### src/rtl/buf_seq_ctrl_pkg.sv
// Shared types and defaults for the vector-buffer sequencer.
package buf_seq_ctrl_pkg;

    typedef enum logic [1:0] {
        S_IDLE   = 2'd0,
        S_LOAD   = 2'd1,
        S_STREAM = 2'd2,
        S_DONE   = 2'd3
    } seq_state_t;

    localparam int ARR_DEPTH_DEF  = 16;
    localparam int PASS_WIDTH_DEF = 8;

endpackage

### src/rtl/buf_seq_ctrl.sv
// Loads a vector buffer from a valid/ready stream, then replays it num_pass times; 1 write or read per cycle, no bubble.
// Upstream stalls on i_wr_valid=0 and consumer stalls on i_rd_ready=0 hold addresses and flags.
module buf_seq_ctrl
    import buf_seq_ctrl_pkg::*;
#(
    parameter int ARR_DEPTH  = ARR_DEPTH_DEF,
    parameter int ADDR_WIDTH = $clog2(ARR_DEPTH),
    parameter int PASS_WIDTH = PASS_WIDTH_DEF
) (
    input  logic                  i_clk,
    input  logic                  i_rst_n,
    input  logic                  i_start,
    input  logic [ADDR_WIDTH:0]   i_num_vec,
    input  logic [PASS_WIDTH-1:0] i_num_pass,
    input  logic                  i_clr,
    input  logic                  i_wr_valid,
    output logic                  o_wr_ready,
    output logic                  o_buf_we,
    output logic [ADDR_WIDTH-1:0] o_buf_addr_wr,
    output logic [ADDR_WIDTH-1:0] o_buf_addr_rd,
    output logic                  o_rd_valid,
    input  logic                  i_rd_ready,
    output logic                  o_rd_last,
    output logic [PASS_WIDTH-1:0] o_pass_idx,
    output logic                  o_busy,
    output logic                  o_done
);

    localparam int CW = ADDR_WIDTH + 1;

    seq_state_t            r_state;
    seq_state_t            w_state_nxt;
    logic [CW-1:0]         r_wr_cnt;
    logic [CW-1:0]         r_rd_cnt;
    logic [CW-1:0]         r_num_vec;
    logic [PASS_WIDTH-1:0] r_pass_cnt;
    logic [PASS_WIDTH-1:0] r_num_pass;

    logic w_start_ok;
    logic w_wr_hs;
    logic w_rd_hs;
    logic w_wr_last;
    logic w_rd_last;
    logic w_pass_last;

    assign w_start_ok  = i_start && (i_num_vec != '0) && (i_num_vec <= CW'(ARR_DEPTH));
    assign w_wr_hs     = (r_state == S_LOAD) && i_wr_valid;
    assign w_rd_hs     = (r_state == S_STREAM) && i_rd_ready;
    assign w_wr_last   = (r_wr_cnt == r_num_vec - CW'(1));
    assign w_rd_last   = (r_state == S_STREAM) && (r_rd_cnt == r_num_vec - CW'(1));
    assign w_pass_last = (r_pass_cnt == r_num_pass - PASS_WIDTH'(1));

    always_comb begin
        w_state_nxt = r_state;
        case (r_state)
            S_IDLE:   if (w_start_ok) w_state_nxt = S_LOAD;
            S_LOAD:   if (w_wr_hs && w_wr_last) w_state_nxt = S_STREAM;
            S_STREAM: if (w_rd_hs && w_rd_last && w_pass_last) w_state_nxt = S_DONE;
            S_DONE:   w_state_nxt = S_IDLE;
            default:  w_state_nxt = S_IDLE;
        endcase
        if (i_clr) w_state_nxt = S_IDLE;
    end

    always_ff @(posedge i_clk or negedge i_rst_n) begin
        if (!i_rst_n) begin
            r_state <= S_IDLE;
        end else begin
            r_state <= w_state_nxt;
        end
    end

    // Counters are zeroed on abort and on completion so IDLE always shows address 0.
    always_ff @(posedge i_clk or negedge i_rst_n) begin
        if (!i_rst_n) begin
            r_wr_cnt   <= '0;
            r_rd_cnt   <= '0;
            r_pass_cnt <= '0;
            r_num_vec  <= '0;
            r_num_pass <= '0;
        end else if (i_clr || (r_state == S_DONE)) begin
            r_wr_cnt   <= '0;
            r_rd_cnt   <= '0;
            r_pass_cnt <= '0;
        end else begin
            case (r_state)
                S_IDLE: begin
                    if (w_start_ok) begin
                        r_num_vec  <= i_num_vec;
                        r_num_pass <= (i_num_pass == '0) ? PASS_WIDTH'(1) : i_num_pass;
                        r_wr_cnt   <= '0;
                        r_rd_cnt   <= '0;
                        r_pass_cnt <= '0;
                    end
                end
                S_LOAD: begin
                    if (w_wr_hs) r_wr_cnt <= r_wr_cnt + CW'(1);
                end
                S_STREAM: begin
                    if (w_rd_hs) begin
                        if (w_rd_last) begin
                            r_rd_cnt   <= '0;
                            r_pass_cnt <= r_pass_cnt + PASS_WIDTH'(1);
                        end else begin
                            r_rd_cnt <= r_rd_cnt + CW'(1);
                        end
                    end
                end
                default: ;
            endcase
        end
    end

    assign o_wr_ready    = (r_state == S_LOAD);
    assign o_buf_we      = i_wr_valid && o_wr_ready;
    assign o_buf_addr_wr = r_wr_cnt[ADDR_WIDTH-1:0];
    assign o_buf_addr_rd = r_rd_cnt[ADDR_WIDTH-1:0];
    assign o_rd_valid    = (r_state == S_STREAM);
    assign o_rd_last     = w_rd_last;
    assign o_pass_idx    = r_pass_cnt;
    assign o_busy        = (r_state != S_IDLE);
    assign o_done        = (r_state == S_DONE);

endmodule

### config.mk
export PLATFORM = sky130hd
export DESIGN_NAME = buf_seq_ctrl
export DESIGN_NICKNAME = d
export VERILOG_FILES = /design/src/rtl/buf_seq_ctrl_pkg.sv /design/src/rtl/buf_seq_ctrl.sv
export SDC_FILE = /design/constraint.sdc
export NUM_CORES = 1
export LEC_CHECK = 0
export ABC_AREA = 1
export BUFFER_PORTS_ARGS = -buffer_cell sky130_fd_sc_hd__buf_2
export CAP_MARGIN = 20
export CORE_ASPECT_RATIO = 0.6
export CORE_MARGIN = 2
export CORE_UTILIZATION = 60
export DETAILED_ROUTE_END_ITERATION = 10
export GPL_TIMING_DRIVEN = 0
export PLACE_DENSITY = 0.86
export SYNTH_ARGS = -nofsm -noshare
export SYNTH_HDL_FRONTEND = slang
export SYNTH_SLANG_ARGS = --single-unit
export TNS_END_PERCENT = 50
### constraint.sdc
create_clock -name i_clk -period 5.5 [get_ports i_clk]
set_clock_uncertainty 0.15 [all_clocks]
set_input_delay 0.275 -clock i_clk [delete_from_list [all_inputs] [get_ports i_clk]]
set_output_delay 0.275 -clock i_clk [all_outputs]
set_load 0.05 [all_outputs]
== After elaboration in Yosys (flattened, before gate mapping) ==
Cells that the tools add are included.

* Input port bits: 19
* Output and inout bits: 22
* Word-level logic and storage cells: 65
* Flip-flop bits (word level): 33

* Order comparisons: 1
* $add $sub $neg: 5
* Equal/unequal tests: 13
* Bitwise gates (word level): 1
* Mux-type cells: 19
* Reduce and logical (&&, ||, !) cells: 20

{| class="wikitable"
|+ Operators with widths
! kind !! count
|-
| $mux W8 || 5
|-
| $mux W5 || 6
|-
| $pmux W5 S2 || 2
|-
| $pmux W8 S2 || 1
|-
| $reduce_and A3 Y1 || 4
|-
| $add A5 B1 Y5 const B || 2
|-
| $eq A5 B5 Y1 || 2
|-
| $ne A3 B1 Y1 const B || 3
|-
| $add A8 B1 Y8 const B || 1
|-
| $eq A8 B8 Y1 || 1
|-
| $logic_and A1 B1 Y1 || 8
|-
| $logic_not A8 Y1 || 1
|-
| $mux W2 || 4
|-
| $pmux W2 S4 || 1
|-
| $sub A8 B1 Y8 const B || 1
|-
| $ne A3 B2 Y1 const B || 2
|-
| $ne A3 B3 Y1 const B || 2
|-
| $reduce_bool A3 Y1 || 2
|-
| $le A5 B5 Y1 const B || 1
|-
| $reduce_bool A5 Y1 || 1
|-
| $sub A5 B1 Y5 const B || 1
|-
| $eq A2 B2 Y1 const B || 2
|-
| $reduce_and A4 Y1 || 1
|-
| $eq A2 B1 Y1 const B || 1
|-
| 4 further kinds || 4
|}

== Logic depth before layout (Yosys ltp) ==
Gate-level depths: netlist of the first run.

* Depth after elaboration: 8
* Mapped depth: 15
* Depth with buffers taken out: 15

== Worst setup path before layout of the first run ==
No wires, ideal clock.

* Path type: reg2out
* Start point: register r_state[0]
* End point: output o_rd_last
* Path slack: 2.779 ns
* Cell stages (with the launch flop): 5
* Arrival time: 2.296 ns
* Path buffers: 0
* Required time: 5.075 ns
* Path through: dfrtp_1 inv_1 ha_1 inv_1 nor3_1

* Longest elaborated chain between the ends: 2

{| class="wikitable"
|+ RTL lines
! item !! RTL line !! source
|-
| start: declaration || buf_seq_ctrl.sv:31 || <nowiki>seq_state_t r_state;</nowiki>
|-
| start signal: assignment || buf_seq_ctrl.sv:69 || <nowiki>r_state <= w_state_nxt;</nowiki>
|-
| $eq A2 B2 Y1 || -- ||
|-
| named net o_rd_valid || buf_seq_ctrl.sv:21 || <nowiki>output logic o_rd_valid,</nowiki>
|-
| $logic_and A1 B1 Y1 || buf_seq_ctrl.sv:50 || <nowiki>assign w_rd_last = (r_state == S_STREAM) && (r_rd_cnt == r_num_vec - CW'(1));</nowiki>
|-
| end: declaration || buf_seq_ctrl.sv:23 || <nowiki>output logic o_rd_last,</nowiki>
|}

The timed path passes the listed nets, and every way through them passes these cells.

== Worst setup path after layout of the first run ==
* Start point: register r_num_vec[0]
* End point: output o_rd_last

* Longest elaborated chain between the ends: 3

{| class="wikitable"
|+ RTL lines
! item !! RTL line !! source
|-
| start: declaration || buf_seq_ctrl.sv:35 || <nowiki>logic [CW-1:0] r_num_vec;</nowiki>
|-
| start signal: assignment || buf_seq_ctrl.sv:89 || <nowiki>r_num_vec <= i_num_vec;</nowiki>
|-
| $sub A5 B1 Y5 || buf_seq_ctrl.sv:50 ||
|-
| $eq A5 B5 Y1 || buf_seq_ctrl.sv:50 ||
|-
| $logic_and A1 B1 Y1 || buf_seq_ctrl.sv:50 ||
|}

No other way between the ends.

==> impl_metrics.py, run 1 <==
metrics = {
    "status": {
        "status": "finished clean",
    },
    "timing": {
        "tightest_slew_ns": 0.7357,
        "final-setup-viol-count": 0,
        "finalCritPeriodShare": 0.4833,
        "slew_viol_final": 0,
        "fin_tns_setup_ns": 0,
        "rsz0062_at_grt": "no",
        "maxSlewHeadroom": 0.5095,
        "fin_crit_ns": 2.658,
        "timing.fmax_ghz": 0.3762,
        "finalHoldViolCount": 0,
        "setup_slack_ns": 2.842,
    },
    "clock_network": {
        "htreeDepth": 2,
        "cts_max_path_buffers": 2,
        "cts_made_buffers": 5,
        "cts.sinks": 33,
        "clkTransAtPathRegs_ns": 0.06,
        "cts_setup_buffers": 0,
        "insertion_delay_ns": 0.29,
        "cts_root_buf": "clkbuf_8",
        "cts_tree": "yes",
    },
    "drt": {
        "wl_um": 5309,
        "drtAntennaViolNets": 0,
        "wl_per_cell_um": 12.73,
        "drt_pre_antenna_iters": 5,
        "dr_total_vias": 2212,
        "drt_iter0_drc": 162,
        "drc_errors": 0,
        "vias_per_cell": 5.305,
    },
    "grt": {
        "busiest_layer": "met1",
        "grt.overflow.total": 0,
        "grt.total_usage": 0.2752,
        "grt_use_met1": 0.4116,
        "use_met2": 0.3823,
        "grt_pass1_vias": 1978,
        "antenna_found_initial": 0,
        "grt_use_met3": 0.08254,
        "grt_max_degree": 34,
        "grt_first_pass_wirelength_um": 9204,
    },
    "finish": {
        "finalNetCount": 397,
        "antenna-diode-count": 0,
        "syn_to_final_growth_pct": 16.63,
        "fin_cells": 417,
        "drive_gt1_frac": 0.2270,
    },
    "job": {
        "max_cap_viol_count": 0,
    },
    "setup_path": {
        "cp_max_fo": 7,
        "rrSetupSlack_ns": 3.23,
        "cp.arrival_ns": 2.23,
        "cp-start-kind": "register",
        "end_kind": "output pin",
        "setup.worst_path.class": "register to output pin",
        "cp.required_ns": 5.08,
    },
    "power": {
        "cellPowerDensity_nw_per_um2": 481.4,
        "leakage_nw": 1.395,
        "irDropWorstVdd_mv": 0.3231,
    },
    "yosys": {
        "syn_inst": 321,
        "netlist_area_sq_um": 2317,
        "synth-seq-cells": 33,
        "synth_cell_types": 28,
        "synth_nets": 349,
        "avgSynthCellArea_sq_um": 7.219,
        "ys_warn_count": 0,
        "synth-seq-area-share": 0.3564,
    },
    "placement": {
        "dp_cells": 408,
        "pre_cts_ws_ns": 3.212,
        "dpl.hpwl_um": 4139,
        "io_buffers": 40,
        "gp_congestion": 0.8872,
    },
    "floorplan": {
        "chipHeight_um": 52.14,
        "core_area_sq_um": 3680,
        "die_w_um": 84.23,
        "start_util": 0.6297,
        "io-pin-count": 41,
        "die-area_sq_um": 4391,
        "rows": 17,
    },
    "worst_hold_path": {
        "hold_path_class": "input pin to register",
    },
}
power breakdown:
| group | switching (mW) | internal [mW] |
|---|---|---|
| sequential | 0.0676 | 0.303 |
| clock | 0.0907 | 0.148 |
| combinational | 0.464 | 0.228 |
| total | 0.622 | 0.679 |
through the flow:
stage / hold slack (ns) / util / power, mW / instance area (sq um)
after floorplan: -0.1706 / - / 0.9102 / 2317
after global placement: 0.2238 / 0.7001 / 1.032 / 2576
after detailed placement: 0.2332 / 0.7001 / 1.052 / 2576
after CTS: 0.04861 / 0.7344 / 1.294 / 2703
after global routing: 0.05573 / 0.7344 / 1.413 / 2703
final: 0.05263 / 0.7344 / 1.301 / 2703
routing by layer:
layer  vias to the layer above  wire length (um)
met4                         0                49
met5                         -                 0
met3                         7               488
met2                        95              2088
met1                       982              2683
li1                       1128                 -
repair_timing:
action	in CTS	in global routing
hold buffers	1	0
resized for setup	0	0
endpoints found under the hold margin	33	0
registers in the layout, summed over array words and instances, names as in the netlist:
signal / flops
r_num_pass: 8
o_pass_idx: 8
r_num_vec: 5
r_state: 2
r_rd_cnt: 5
r_wr_cnt: 5
worst max-delay path, cell delays in order, from the launching register on:
cell and delay [ns]:
dfrtp_1 0.43, inv_2 0.16, ha_1 0.32, nand4_1 0.20
nand3_1 0.14, nand2_2 0.08, nor3_1 0.27, buf_2 0.32
path summary, 6_finish.rpt:
check,from,endpoint,cells past startpoint
max in group asynchronous,i_rst_n,r_num_pass[1],2
min in group asynchronous,i_rst_n,r_num_vec[0],2
worst min register to register,r_num_pass[7],r_num_pass[7],2
worst max register to register,r_num_vec[0],o_pass_idx[5],13
worst max-delay path,r_num_vec[0],o_rd_last,7
worst min-delay path,i_num_pass[4],r_num_pass[4],3
final cells by class:
| cell class | instances | area (sq um) |
|---|---|---|
| buffer | 11 | 75.07 |
| clock buffer | 7 | 86.33 |
| clock inverter | 1 | 30.03 |
| fill | 298 | 977.2 |
| inverter | 43 | 161.4 |
| multi-input combinational | 234 | 1255 |
| sequential | 33 | 825.8 |
| tap | 47 | 58.81 |
| timing repair buffer | 41 | 210.2 |
placed cells by master, fill, tap and decap left out, types with 2 or more instances in the layout:
cell | Yosys | routed
dfrtp_1 | 33 | 33
xor2_1 | 4 | 4
o21ai_1 | 2 | 2
buf_2 | 3 | 43
buf_4 | 8 | 8
xnor2_1 | 5 | 5
inv_1 | 40 | 40
o21ai_0 | 21 | 21
a21oi_2 | 2 | 2
nor2_4 | 2 | 2
nand3_2 | 5 | 5
nor2_1 | 25 | 25
nand3_1 | 30 | 30
a21oi_1 | 10 | 10
nand2_2 | 7 | 7
nor3b_1 | 3 | 3
ha_1 | 9 | 9
nand4_1 | 10 | 10
nor2_2 | 4 | 4
inv_2 | 3 | 3
nand2_1 | 82 | 82
nor3_1 | 7 | 7
clkbuf_8 | 0 | 6
cell families after synthesis:
group	after synthesis	synth area share
DFF	33	0.3564
and+or+nand+nor	177	0.3623
AOI/OAI and AO/OA	39	0.09666
buffers and inverters	54	0.1020
xor gates and xnor gates	9	0.03401
adders and majority gates	9	0.04860
Yosys cell counts (all sizes together):
| cell type | count | share of area |
|---|---|---|
| xnor2 | 5 | 0.019 |
| nor2 | 32 | 0.070 |
| nand2 | 89 | 0.15 |
| o21ai | 24 | 0.057 |
| or2 | 1 | 0.0027 |
| nand4 | 10 | 0.027 |
| a21oi | 12 | 0.029 |
| dfrtp | 33 | 0.36 |
| inv | 43 | 0.070 |
| nor3b | 3 | 0.0097 |
| o211ai | 1 | 0.0032 |
| nor3 | 7 | 0.015 |
| nand3 | 35 | 0.086 |
| buf | 11 | 0.032 |
| xor2 | 4 | 0.015 |
| a21boi | 1 | 0.0049 |
| ha | 9 | 0.049 |
| o22ai | 1 | 0.0027 |
Note: power is estimated with default switching activity, not from simulation.
==> inputs of run 2 (changes only) <==
- CORE_UTILIZATION: 60 -> 51
- PLACE_DENSITY: 0.86 -> 0.78
- clock period: 5.5 -> 2.4 ns (I/O delays scaled with it)
==> run 2 against run 1 <==
Utilization down 6.0 points. Via count up 2.5%. Sequential share of layout area down 1.6 points. Setup slack worse by 2.7 ns. Worst hold slack better by 0.11 ns. Clock-buffer cell count unchanged. Critical path type unchanged. Critical endpoint unchanged. Largest cell class unchanged. Largest power group unchanged.
==> impl_metrics.py, run 2 (synthesis gave the netlist of run 1 again) <==
metrics = {
    "timing": {
        "fin_tns_setup_ns": 0,
        "tightest_slew_ns": 0.7532,
        "rsz0062_at_grt": "yes",
        "finalCritPeriodShare": 0.9325,
        "fin_crit_ns": 2.238,
        "final-setup-viol-count": 0,
        "finalHoldViolCount": 0,
        "hold_ws_ns": 0.1621,
        "slew_viol_final": 0,
        "setup_slack_ns": 0.1619,
        "maxSlewHeadroom": 0.4979,
        "timing.fmax_ghz": 0.4468,
    },
    "grt": {
        "grt_pass1_vias": 2012,
        "antenna_found_initial": 0,
        "grt.total_usage": 0.2330,
        "grt_first_pass_wirelength_um": 9356,
        "grt.overflow.total": 0,
        "grt_max_degree": 34,
    },
    "floorplan": {
        "die_w_um": 91.02,
        "chipHeight_um": 56.21,
        "rows": 18,
        "io-pin-count": 41,
        "core_area_sq_um": 4234,
        "die-area_sq_um": 5116,
        "start_util": 0.5473,
    },
    "clock_network": {
        "cts.sinks": 33,
        "cts_max_path_buffers": 2,
        "cts_tree": "yes",
        "cts_root_buf": "clkbuf_8",
        "clkTransAtPathRegs_ns": 0.06,
        "cts_made_buffers": 5,
        "htreeDepth": 2,
        "insertion_delay_ns": 0.28,
    },
    "placement": {
        "dpl.hpwl_um": 4256,
        "gp_congestion": 0.8362,
        "io_buffers": 40,
        "pre_cts_ws_ns": 0.1216,
        "dpl-instance-area_sq_um": 2597,
    },
    "drt": {
        "drt_iter0_drc": 116,
        "wl_per_cell_um": 12.65,
        "drc_errors": 0,
        "vias_per_cell": 5.120,
        "drt_pre_antenna_iters": 5,
        "drtAntennaViolNets": 0,
        "dr_total_vias": 2268,
        "wl_um": 5606,
    },
    "finish": {
        "syn_to_final_growth_pct": 23.16,
        "layout_common_cells": "nand2_1, buf_2, inv_1, dfrtp_1, nand3_1",
        "finalNetCount": 411,
        "drive_gt1_frac": 0.2245,
        "final_cell_area_sq_um": 2854,
        "final_common_cell": "nand2_1",
        "antenna-diode-count": 0,
    },
    "power": {
        "irDropWorstVdd_mv": 0.5422,
        "leakage_nw": 1.441,
        "cellPowerDensity_nw_per_um2": 1020,
        "power.total_mw": 2.911,
    },
    "status": {
        "status": "finished clean",
    },
    "setup_path": {
        "cp.arrival_ns": 1.97,
        "cp_num_buf_inv": 2,
        "slowest_stage": "dfrtp_1",
        "cp.required_ns": 2.13,
        "end_kind": "output pin",
        "setup.worst_path.class": "register to output pin",
        "worst_path_largest_cell_delay_ns": 0.42,
        "cp-start-kind": "register",
        "cp_max_fo": 7,
        "worstPathCellList": "inv_2 > ha_4 > xor2_1 > nand2_1 > nor2_2 > nand3_2 > nor3_2 > buf_4",
        "critPathTopFamily": "simple AND/OR/NAND/NOR gates",
    },
    "job": {
        "max_cap_viol_count": 0,
    },
    "worst_hold_path": {
        "hold_path_class": "input pin to register",
    },
}
==> run 2: cell count changes in the layout (fill, tap and decap cells not counted), sizes merged <==
cell         change
bufinv           -1
dlygate4sd3     +14
==> run 2: final cells by class <==
class	instances	area, sq um
Buffer	11	75.07
Clock buffer	7	86.33
Fill cell	391	1380
Inverter	43	161.4
Multi-Input combinational cell	234	1277
Sequential cell	33	825.8
Tap cell	60	75.07
Timing Repair Buffer	55	352.8
==> run 2: worst paths after layout <==
kind	from	endpoint	slack [ns]	cells past startpoint
max	r_num_vec[0]	o_rd_last	0.16	8
min	i_start	r_num_vec[4]	0.16	5
max reg2reg	r_num_vec[0]	o_pass_idx[7]	0.19	12
min reg2reg	r_num_pass[7]	r_num_pass[7]	0.35	2
max in group asynchronous	i_rst_n	r_state[0]	1.33	2
min in group asynchronous	i_rst_n	r_num_vec[1]	0.29	2
==> run 2: what timing repair did <==
| item | CTS | global route |
|---|---|---|
| buffers inserted | 0 | 0 |
| resized for setup | 0 | 4 |
| setup endpoints to repair | 0 | 19 |
| endpoints found under the hold margin | 48 | 0 |
| hold buffers | 15 | 0 |
==> run 2: power breakdown <==
group	leakage, nW	switching (mW)	internal, mW
Combinational	0.959	1.08	0.567
Sequential	0.438	0.146	0.694
Clock	0.0443	0.195	0.227
==> run 2: metal layers <==
metal,vias to the layer above,global-route usage,part of all wire
met3,4,0.05149,0.086
met4,0,0.05195,0.0077
met5,-,0,0
met2,73,0.3418,0.41
li1,1160,-,-
met1,1031,0.3494,0.50
==> run 2: stage by stage <==
| stage | std cells | util |
|---|---|---|
| floorplan | 321 | - |
| global placement | 421 | 0.6135 |
| detailed placement | 421 | 0.6135 |
| CTS | 443 | 0.6693 |
| global route | 443 | 0.6741 |
| finish | 443 | 0.6741 |
==> run 2: worst reg2reg max path: cells and delay by family (launching register included) <==
kind            cells  cell delay (ns)
xor+xnor            1             0.14
simple gates        8             0.91
flops               1             0.42
fa+ha+maj           1             0.32
compound gates      1             0.04
buf+inv             1             0.13
==> inputs of run 3 (changes only) <==
- CORE_UTILIZATION: 51 -> 56
- PLACE_DENSITY: 0.78 -> 0.81
- clock period: 2.4 -> 2.3 ns (I/O delays scaled with it)
==> run 3 against run 2 <==
Combinational power up 9%. Design area up 1.6%. Sequential power up 4.8%. Register-to-register slack worse by 0.02 ns. Clock-buffer cell count unchanged. Routed wire length up 0.39%. Largest power group unchanged.
==> impl_metrics.py, run 3 (synthesis gave the netlist of run 1 again) <==
metrics = {
    "status": {
        "status": "finished clean",
    },
    "clock_network": {
        "htreeDepth": 2,
        "cts_made_buffers": 5,
        "clkTransAtPathRegs_ns": 0.08,
        "cts_tree": "yes",
        "insertion_delay_ns": 0.29,
        "cts_max_path_buffers": 2,
        "cts.sinks": 33,
        "cts_root_buf": "clkbuf_8",
    },
    "finish": {
        "drive_gt1_frac": 0.2487,
        "syn_to_final_growth_pct": 25.16,
        "fin_cells": 440,
        "final_common_cell": "nand2_1",
        "finalNetCount": 418,
        "layout_common_cells": "nand2_1, buf_2, inv_1, dfrtp_1, nand3_1",
        "antenna-diode-count": 0,
        "final_cell_area_sq_um": 2900,
        "final_core_util": 0.7194,
    },
    "floorplan": {
        "chipHeight_um": 53.83,
        "die_w_um": 87.05,
        "start_util": 0.5748,
        "rows": 18,
        "core_area_sq_um": 4031,
        "die-area_sq_um": 4685,
        "io-pin-count": 41,
    },
    "timing": {
        "maxSlewHeadroom": 0.5079,
        "tightest_slew_ns": 0.7382,
        "timing.fmax_ghz": 0.4691,
        "finalHoldViolCount": 0,
        "fin_crit_ns": 2.132,
        "finalCritPeriodShare": 0.9269,
        "final-setup-viol-count": 0,
        "setup_slack_ns": 0.1682,
        "slew_viol_final": 0,
        "fin_tns_setup_ns": 0,
    },
    "power": {
        "cellPowerDensity_nw_per_um2": 1077,
        "leakage_nw": 1.471,
        "irDropWorstVdd_mv": 0.5688,
    },
    "drt": {
        "drt_pre_antenna_iters": 4,
        "vias_per_cell": 5.234,
        "dr_total_vias": 2303,
        "drc_errors": 0,
        "drtAntennaViolNets": 0,
        "drt_iter0_drc": 97,
        "wl_um": 5628,
        "wl_per_cell_um": 12.79,
    },
    "setup_path": {
        "cp_max_fo": 10,
        "rr_endpoint": "o_pass_idx[7]",
        "r2r_cells": 10,
        "crit_start": "r_state[0]",
        "setup.worst_path.class": "register to register",
        "cp.arrival_ns": 2.20,
        "worst_path_largest_cell_delay_ns": 0.43,
        "slowest_stage": "dfrtp_1",
        "worstReg2RegStart": "r_state[0]",
        "crit_path_end": "o_pass_idx[7]",
        "rrSetupSlack_ns": 0.17,
        "cp-start-kind": "register",
        "cp.required_ns": 2.37,
        "cpMostUsedCell": "nor2_2",
        "worstPathCellList": "ha_1 > nor2_2 > inv_1 > nor2_2 > inv_2 > nor2_4 > nor2_8 > nand3_1 > nand2_1 > a21oi_2",
        "end_kind": "register",
    },
    "worst_hold_path": {
        "hp-start": "i_start",
        "hold_path_class": "input pin to register",
    },
    "placement": {
        "dpl.hpwl_um": 4098,
        "dpl-instance-area_sq_um": 2585,
        "gp_congestion": 0.9088,
        "io_buffers": 40,
        "dp_cells": 411,
        "pre_cts_ws_ns": 0.01252,
    },
    "grt": {
        "antenna_found_initial": 0,
        "grt_pass1_vias": 1935,
        "grt_first_pass_wirelength_um": 8970,
        "grt.overflow.total": 0,
        "grt_max_degree": 34,
        "grt.total_usage": 0.2575,
    },
    "job": {
        "max_cap_viol_count": 0,
    },
}
==> run 3: cell types whose count changed in the layout (fill, tap and decap cells not counted), sizes merged <==
| cell | previous run | this run |
|---|---|---|
| o21ai | 24 | 25 |
| buf | 51 | 57 |
==> run 3: worst min-delay path by stage <==
stage	slack, ns	to	cells past startpoint
2_1_floorplan	-0.33	o_pass_idx[0]	0
3_3_place_gp	0.07	o_pass_idx[1]	1
3_5_place_dp	0.07	o_pass_idx[1]	1
4_1_cts	0.18	r_num_vec[4]	5
5_1_grt	0.23	r_num_vec[4]	5
6_report	0.18	r_num_vec[4]	5
==> run 3: repair_timing <==
item	4_1_cts	5_1_grt
gates resized for setup	1	9
pin swaps	0	5
gates cloned	0	1
hold buffers	15	0
endpoints found under the setup margin	6	13
setup buffers	0	6
endpoints found under the hold margin	48	0
==> run 3: cell type report <==
type,count,area [sq um]
clock buffers,7,86.33
inverters,43,166.4
well taps,50,62.56
fillers,336,1131
multi-input cells,235,1286
plain buffers,11,75.07
repair buffers,61,397.9
flip-flops and latches,33,825.8
==> run 3: worst max-delay path, delay by kind of cell, from the launching register on <==
kind	cells	cell delay (ns)
AND/OR/NAND/NOR	6	0.88
flip-flops	1	0.43
buffers and inverters	2	0.27
adder cells (fa/ha/maj)	1	0.24
AO/OA/AOI/OAI	1	0.09
==> run 3: metrics by stage <==
stage                     power, mW  hold slack (ns)
after floorplan               2.181          -0.3306
after detailed placement      2.512          0.06960
after global placement        2.461          0.06572
after global routing          3.402           0.2267
final                         3.123           0.1847
after CTS                     2.988           0.1798
==> run 3: report_power, final <==
group          switching [mW]  leakage (nW)  internal [mW]
Sequential              0.156         0.438          0.724
Clock                   0.210        0.0443          0.237
Combinational            1.14         0.990          0.654
==> run 3: routing by layer <==
layer  vias up  part of all wire  track usage
met2        91              0.41       0.3779
met5         -                 0            0
met3         6             0.097      0.07975
li1       1184                 -            -
met4         0            0.0098      0.06510
met1      1022              0.48       0.3703
